$ cat config.mk
export PLATFORM = sky130hd
export DESIGN_NAME = dac_slew_driver
export DESIGN_NICKNAME = d
export VERILOG_FILES = /design/src/rtl/dac_slew_driver.sv
export SDC_FILE = /design/constraint.sdc
export NUM_CORES = 1
export LEC_CHECK = 0
export ABC_CLOCK_PERIOD_IN_PS = 5900
export CAP_MARGIN = 20
export CELL_PAD_IN_SITES_DETAIL_PLACEMENT = 1
export CELL_PAD_IN_SITES_GLOBAL_PLACEMENT = 1
export CORE_MARGIN = 3
export CORE_UTILIZATION = 45
export CTS_BUF_LIST = sky130_fd_sc_hd__clkbuf_4
export DETAILED_ROUTE_END_ITERATION = 10
export PLACE_DENSITY = 0.79
export SLEW_MARGIN = 10
export SYNTH_ARGS = -nofsm -noshare
export SYNTH_HDL_FRONTEND = slang
export SYNTH_SLANG_ARGS = --single-unit
$ cat constraint.sdc
create_clock -name clk -period 5.9 [get_ports clk]
set_input_delay 1.18 -clock clk [delete_from_list [all_inputs] [get_ports clk]]
set_output_delay 1.18 -clock clk [all_outputs]
set_load 0.02 [all_outputs]
$ cat src/rtl/dac_slew_driver.sv
// ---------------------------------------------------------------------------
// dac_slew_driver
//
// Takes the signed DAC code from the voltage-to-code converter and moves a
// registered output code toward it at a bounded rate. This keeps the SPGD
// actuator from seeing large single-step jumps. The code is clamped to
// [CODE_MIN, CODE_MAX] on capture. It is then converted to the DAC pin format
// and registered once more before it drives the DAC bus.
//
// Parameters
//   DAC_WIDTH     width of code_in, the internal codes and dac_dat
//   STEP          largest code change per update tick; 0 jumps straight to target
//   UPDATE_DIV    clocks per update tick (>= 1)
//   CODE_MAX/MIN  signed clamp limits, CODE_MIN <= CODE_MAX
//   OFFSET_BINARY 1: MSB inverted on the pins, 0: two's complement on the pins
//
// Ports
//   clk, rst_n    system clock, asynchronous active-low reset
//   code_in       signed target code, sampled when code_valid is high
//   code_valid    capture strobe (no backpressure)
//   hold          freezes stepping; targets are still captured
//   dac_dat       registered DAC pin data, one clock behind cur_code
//   cur_code      current signed output code
//   busy          high while ramping toward the target
//   settled       one-cycle pulse when the output lands on the target
//   clamped       set when the last captured code was out of range
// ---------------------------------------------------------------------------
module dac_slew_driver #(
    parameter int DAC_WIDTH     = 14,
    parameter int STEP          = 64,
    parameter int UPDATE_DIV    = 8,
    parameter int CODE_MAX      = 8191,
    parameter int CODE_MIN      = -8192,
    parameter bit OFFSET_BINARY = 1'b1
) (
    input  logic                        clk,
    input  logic                        rst_n,
    input  logic signed [DAC_WIDTH-1:0] code_in,
    input  logic                        code_valid,
    input  logic                        hold,
    output logic        [DAC_WIDTH-1:0] dac_dat,
    output logic signed [DAC_WIDTH-1:0] cur_code,
    output logic                        busy,
    output logic                        settled,
    output logic                        clamped
);

    localparam int CNT_W = (UPDATE_DIV > 1) ? $clog2(UPDATE_DIV) : 1;
    localparam logic [CNT_W-1:0]            CNT_LAST = CNT_W'(UPDATE_DIV - 1);
    localparam logic signed [DAC_WIDTH-1:0] MAX_C    = DAC_WIDTH'(CODE_MAX);
    localparam logic signed [DAC_WIDTH-1:0] MIN_C    = DAC_WIDTH'(CODE_MIN);
    localparam logic signed [DAC_WIDTH-1:0] STEP_N   = DAC_WIDTH'(STEP);
    localparam logic signed [DAC_WIDTH:0]   STEP_W   = (DAC_WIDTH + 1)'(STEP);

    typedef enum logic [0:0] {
        IDLE = 1'b0,
        RAMP = 1'b1
    } state_t;

    state_t                        state;
    logic signed [DAC_WIDTH-1:0]   cur;
    logic signed [DAC_WIDTH-1:0]   target;
    logic        [CNT_W-1:0]       tick_cnt;

    logic                          tick;
    logic                          over_hi;
    logic                          under_lo;
    logic signed [DAC_WIDTH-1:0]   clamp_val;
    logic signed [DAC_WIDTH-1:0]   next_tgt;
    logic signed [DAC_WIDTH:0]     diff;
    logic signed [DAC_WIDTH:0]     abs_diff;
    logic                          near;
    logic signed [DAC_WIDTH-1:0]   step_val;

    // Pin format. With offset binary the most negative code maps to 0 and
    // zero maps to midscale.
    function automatic logic [DAC_WIDTH-1:0] format_code(input logic signed [DAC_WIDTH-1:0] c);
        if (OFFSET_BINARY)
            return {~c[DAC_WIDTH-1], c[DAC_WIDTH-2:0]};
        else
            return c;
    endfunction

    assign cur_code = cur;
    assign tick     = (tick_cnt == CNT_LAST);

    // NOTE: every signal here is assigned on every path through the block, so
    // no latch can be inferred.
    always_comb begin
        over_hi   = (code_in > MAX_C);
        under_lo  = (code_in < MIN_C);
        clamp_val = over_hi ? MAX_C : (under_lo ? MIN_C : code_in);
        next_tgt  = code_valid ? clamp_val : target;

        // One extra bit keeps target - cur exact across the full code range.
        diff      = {target[DAC_WIDTH-1], target} - {cur[DAC_WIDTH-1], cur};
        abs_diff  = diff[DAC_WIDTH] ? -diff : diff;
        near      = (abs_diff <= STEP_W);

        // When not near, a full STEP stays strictly between cur and target,
        // so the add/subtract cannot wrap.
        if (near)
            step_val = target;
        else if (diff[DAC_WIDTH])
            step_val = cur - STEP_N;
        else
            step_val = cur + STEP_N;
    end

    // NOTE: state registers use non-blocking assignments so every branch reads
    // the values from before this edge. This matters because the step has to
    // use the old target when a capture lands on a tick.
    always_ff @(posedge clk or negedge rst_n) begin
        if (!rst_n) begin
            state    <= IDLE;
            cur      <= '0;
            target   <= '0;
            tick_cnt <= '0;
            dac_dat  <= format_code('0);
            busy     <= 1'b0;
            settled  <= 1'b0;
            clamped  <= 1'b0;
        end else begin
            tick_cnt <= tick ? '0 : tick_cnt + CNT_W'(1);
            settled  <= 1'b0;
            dac_dat  <= format_code(cur);

            if (code_valid) begin
                target  <= clamp_val;
                clamped <= over_hi | under_lo;
            end

            if (STEP == 0) begin
                // No slew limit: follow the target on the capture edge. If a
                // capture arrives during hold, the jump happens on the first
                // cycle after hold releases.
                if (!hold && (next_tgt != cur)) begin
                    cur     <= next_tgt;
                    settled <= 1'b1;
                end
            end else begin
                unique case (state)
                    IDLE: begin
                        if (code_valid && (clamp_val != cur)) begin
                            state <= RAMP;
                            busy  <= 1'b1;
                        end
                    end
                    RAMP: begin
                        if (tick && !hold) begin
                            cur <= step_val;
                            // Leave only if the landing point matches the
                            // target in force after this edge. A retarget on
                            // the landing tick keeps ramping.
                            if (step_val == next_tgt) begin
                                state   <= IDLE;
                                busy    <= 1'b0;
                                settled <= 1'b1;
                            end
                        end
                    end
                endcase
            end
        end
    end

endmodule

## Yosys cells after proc, flatten, opt, wreduce, memory -nomap -nowiden

Index checks and enable logic that the tools add are counted.

- Add/subtract/negate cells: 5
- Magnitude comparators: 3
- Eq/ne operators: 6
- Mux-type cells: 18
- Bitwise gates (word level): 3
- Reduce and logical (&&, ||, !) cells: 5

Operators with widths:

| operator | number |
|---|---|
| 2-to-1 mux 14 bit | 5 |
| less-or-equal comparator 15 x 8 -> 1 bit (second input constant) | 1 |
| 2-to-1 mux 15 bit | 1 |
| negation 15 bit | 1 |
| subtractor 14 x 14 -> 15 bit | 1 |
| adder 14 x 8 -> 14 bit (second input constant) | 1 |
| equality test 14 bit | 1 |
| > comparator 14 bit (second input constant) | 1 |
| less-than comparator 14 bit (second input constant) | 1 |
| != test 14 bit | 1 |
| subtractor 14 x 8 -> 14 bit (second input constant) | 1 |
| 2-to-1 mux 1 bit | 9 |
| != test 2 x 1 -> 1 bit (second input constant) | 2 |
| case mux 1 bit (2 select lines) | 2 |
| adder 3 x 1 -> 3 bit (second input constant) | 1 |
| equality test 3 bit (second input constant) | 1 |
| 2-to-1 mux 3 bit | 1 |
| AND reduction 3 bit | 1 |
| logical AND 1 bit | 2 |
| != test 2 bit (second input constant) | 1 |
| inverter 1 bit | 2 |
| AND reduction 2 bit | 1 |
| zero test 1 bit | 1 |
| bitwise OR 1 bit | 1 |

- Register bits after elaboration: 49
- Input port bits: 18
- Output and inout port bits: 31
- Logic and storage cells: 48

## Depth between registers and ports, before layout

- Depth after elaboration: 9
- Depth in mapped cells: 22
- Gate-level depth less buffers: 22

## Least setup slack after synthesis

Ideal clock, no wire load.

- Kind: register -> register
- Start point: reg cur[0], in the netlist cur_code[0]
- End point: reg busy
- Arrival: 4.734 ns
- Required time: 5.764 ns
- Path slack: 1.031 ns
- Cell stages (with the launch flop): 22
- Cells stage by stage: dfrtp_1 > ha_1 > inv_1 > fa_1 > a21o_1 > a311o_1 > a2111o_1 > nand2_4 > ha_1 > a21o_1 > a21oi_1 > nor2b_1 > o21a_1 > o41a_1 > xnor2_1 > xnor2_1 > nor4_1 > o22ai_1 > nand2_1 > o2111ai_1 > nor4_4 > o22ai_1

- Word-level cells in the longest chain between the ends: 8
- Elaborated cells on any way between the ends: 14

Ends and longest elaborated chain:

| item | RTL line | source |
|---|---|---|
| start: declaration | 61 | `logic signed [DAC_WIDTH-1:0] cur;` |
| start signal: assignment | 138 | `cur <= next_tgt;` |
| start signal: assignment | 151 | `cur <= step_val;` |
| subtractor 14 x 14 -> 15 bit | 96 | `diff = {target[DAC_WIDTH-1], target} - {cur[DAC_WIDTH-1], cur};` |
| negation 15 bit | 97 | `abs_diff = diff[DAC_WIDTH] ? -diff : diff;` |
| 2-to-1 mux 15 bit | 97 |  |
| less-or-equal comparator 15 x 8 -> 1 bit | 98 | `near = (abs_diff <= STEP_W);` |
| 2-to-1 mux 14 bit | 102 | `if (near)` |
| equality test 14 bit | 155 | `if (step_val == next_tgt) begin` |
| != test 2 x 1 -> 1 bit (no line) | n/a |  |
| AND reduction 3 bit (no line) * | n/a |  |
| end signal: assignment | 120 | `busy <= 1'b0;` |
| end signal: assignment | 146 | `busy <= 1'b1;` |
| end signal: assignment | 157 | `busy <= 1'b0;` |
| end: declaration | 43 | `output logic busy,` |

Every way passes the cells marked *; elsewhere a longest branch is shown, timed or not.
A chain may end at the register's enable or synchronous reset.

## Final worst setup path

Same ends and word-level chain as after synthesis.

==> flow_summary.toml <==
[placement]
dpl.cell_count = 610
dp_slack_ns = 0.552
place_congestion = 0.931
port_buffers = 48
hpwlAfterDp_um = 9860

[job]
maxCapViolations = 0

[grt]
grt_pass1_vias = 3834
grt_max_degree = 50
track_usage_pct = 24.8
antenna_found_initial = 0
grt_overflow_total = 0
grt_pass1_wl_um = 20300

[finish]
final-instance-count-excl-fill = 618
multi_input_area_um2 = 2730
syn_to_final_growth_pct = 16.3
regArea_um2 = 1230
fillers = 1038
nNetsFinal = 552
final_util_pct = 54.4
drive_gt1_share_pct = 9.41
diodes = 0

[clock_network]
cts_setup_buffers = 0
numClockSinks = 49
postCtsHoldBufs = 0
numCtsBuffers = 5
clk_latency_ns = 0.37
post_cts_resize_count = 0
cts_root_buffer = "clkbuf_4"
clockBufferDepth = 2
path_clk_slew_ns = 0.16
cts_tree = "built"
htree_levels = 2

[setup_path]
critPathKind = "flop to flop"
required_ns = 6.17
crit_fanout = 15
start_kind = "flop"
arrival_ns = 5.63
endpoint_kind = "flop"

[floorplanning]
rows = 34
core_um2 = 8850
dieArea_um2 = 10400
die_w_um = 102
initial_utilization_pct = 46.8
die_h_um = 102
ios = 49

[drt]
routed_via_density = 6.03
dr.pass1.iters = 4
vias = 3724
finalWirelength_um = 12600
wl_per_cell_um = 20.5
initialDrtViolationCount = 153
drc = 0
ant_nets = 0

[yosys]
yosysMostFrequentCell = "dfrtp_1"
ys_ff_latch = 49
synthArstFlopShare_pct = 100
yosys_warnings = 0
synth_common_cells = "48 x dfrtp_1, 36 x nand2_1, 36 x nor2_1, 28 x inv_1"
syn_inst = 463
synthesis.area_um2 = 4140
synth_nets = 506
yosys-top-cells-area = "dfrtp_1 29%, ha_1 6.9%, xnor2_1 5.3%, mux2_2 3.8%, nand2_1 3.3%"
ys_types = 73
yosysTopAreaCellShare_pct = 29.0
avgSynthCellArea_um2 = 8.94
yosysTopAreaCell = "dfrtp_1"
ys.flop_type = "dfrtp_1"
ys_seq_area_share_pct = 29.6
synth-edff-count = 0

[timing]
fin_crit_sh_pct = 90.9
finClkSkew_ns = 0.0171
fin_ws_ns = 0.534
report.final.slew_viol_count = 0
fin_setup_tns_ns = 0
finalSetupViolCount = 0
fin_crit_ns = 5.37
fmax_mhz = 186
rsz0062_at_grt = "false"
tightest_slew_ns = 0.959
final_hold_viol_count = 0
maxSlewHeadroom_pct = 35.9

[outcome]
status = "finished, final reports clean"

[power]
leakage_nw = 2.10
cellPowerDensity_nw_per_um2 = 594
vdd_ir_drop_max_v = 0.000233
finalPower_mw = 2.86

[worst_hold_path]
hold_class = "flop to flop"
[cell type report]
| class | count | share of cell area, % |
|---|---|---|
| clock buffers | 5 | 0.779 |
| clock inverters | 3 | 0.961 |
| inverters | 29 | 2.26 |
| multi-input cells | 368 | 56.6 |
| flip-flops and latches | 49 | 25.5 |
| well taps | 108 | 2.81 |
| repair buffers | 56 | 11.1 |
[report_power, final]
group	switching, mW	leakage (nW)	total [mW]	internal [mW]
Clock	0.117	0.0414	0.207	0.0899
Sequential	0.0841	0.557	0.491	0.407
Combinational	1.28	1.50	2.16	0.881
Total	1.48	2.10	2.86	1.38
[layer usage]
layer	part of all wire (%)	wire, um	global-route usage, %
met1	43	5420	32.5
met2	50	6340	44.0
met3	5.8	737	4.10
met4	1.2	148	3.94
met5	0	0	0
[cells in the final DEF (no fill, tap or decap), types with 10 or more instances in the layout]
| master | instances |
|---|---|
| inv_1 | 28 |
| a211oi_1 | 10 |
| xnor2_1 | 25 |
| o21ai_0 | 25 |
| a21oi_1 | 12 |
| nor2_1 | 36 |
| dfrtp_1 | 48 |
| a21o_1 | 10 |
| clkdlybuf4s50_1 | 47 |
| xor2_1 | 14 |
| mux2i_1 | 13 |
| nor2b_1 | 11 |
| nand2_1 | 36 |
| ha_1 | 23 |
| mux2_2 | 14 |
| nand3_1 | 11 |
[metrics by stage]
step           instance area, um^2  hold WS, ns
2_1_floorplan                 4140        0.403
3_3_place_gp                  4730        0.415
3_5_place_dp                  4730        0.419
4_1_cts                       4820        0.445
5_1_grt                       4820        0.463
6_report                      4820        0.442
[flip-flops by register name, indices dropped and copies added, names as in the netlist]
name / cells
cur_code: 14
target: 14
tick_cnt: 3
clamped: 1
busy: 1
dac_dat: 14
settled: 1
state: 1
[path summary, 6_finish.rpt]
path	startpoint	end	slack, ns	cells past startpoint
min in group asynchronous	rst_n	dac_dat[7]$_DFF_PN0_	0.90	2
min	tick_cnt[0]$_DFF_PN0_	tick_cnt[0]$_DFF_PN0_	0.44	1
max in group asynchronous	rst_n	dac_dat[3]$_DFF_PN0_	4.55	2
max	cur_code[0]$_DFFE_PN0P_	busy$_DFFE_PN0P_	0.53	21
min reg2reg	tick_cnt[0]$_DFF_PN0_	tick_cnt[0]$_DFF_PN0_	0.44	1
max reg2reg	cur_code[0]$_DFFE_PN0P_	busy$_DFFE_PN0P_	0.53	21
[critical path: stages (launching register included)]
cell,delay (ns)
dfrtp_1,0.49
ha_1,0.23
inv_1,0.06
fa_1,0.39
a21o_1,0.21
a311o_1,0.45
a2111o_1,0.44
nand2_4,0.19
ha_1,0.27
a21o_1,0.18
a21oi_1,0.21
nor2b_1,0.08
o21a_1,0.19
o41a_1,0.34
xnor2_1,0.28
xnor2_1,0.15
nor4_1,0.34
o22ai_1,0.12
nand2_1,0.11
o2111ai_1,0.18
nor4_4,0.23
o22ai_1,0.12
[cell families after synthesis]
kind of cell	Yosys count	synth area share (%)
AOI/OAI and AO/OA	127	23.1
xor gates and xnor gates	40	8.64
adders and majority gates	25	7.92
buffers and inverters	46	4.56
DFF	49	29.6
muxes	27	6.95
and+or+nand+nor	149	19.2
Power figures use the tool's default switching activity.
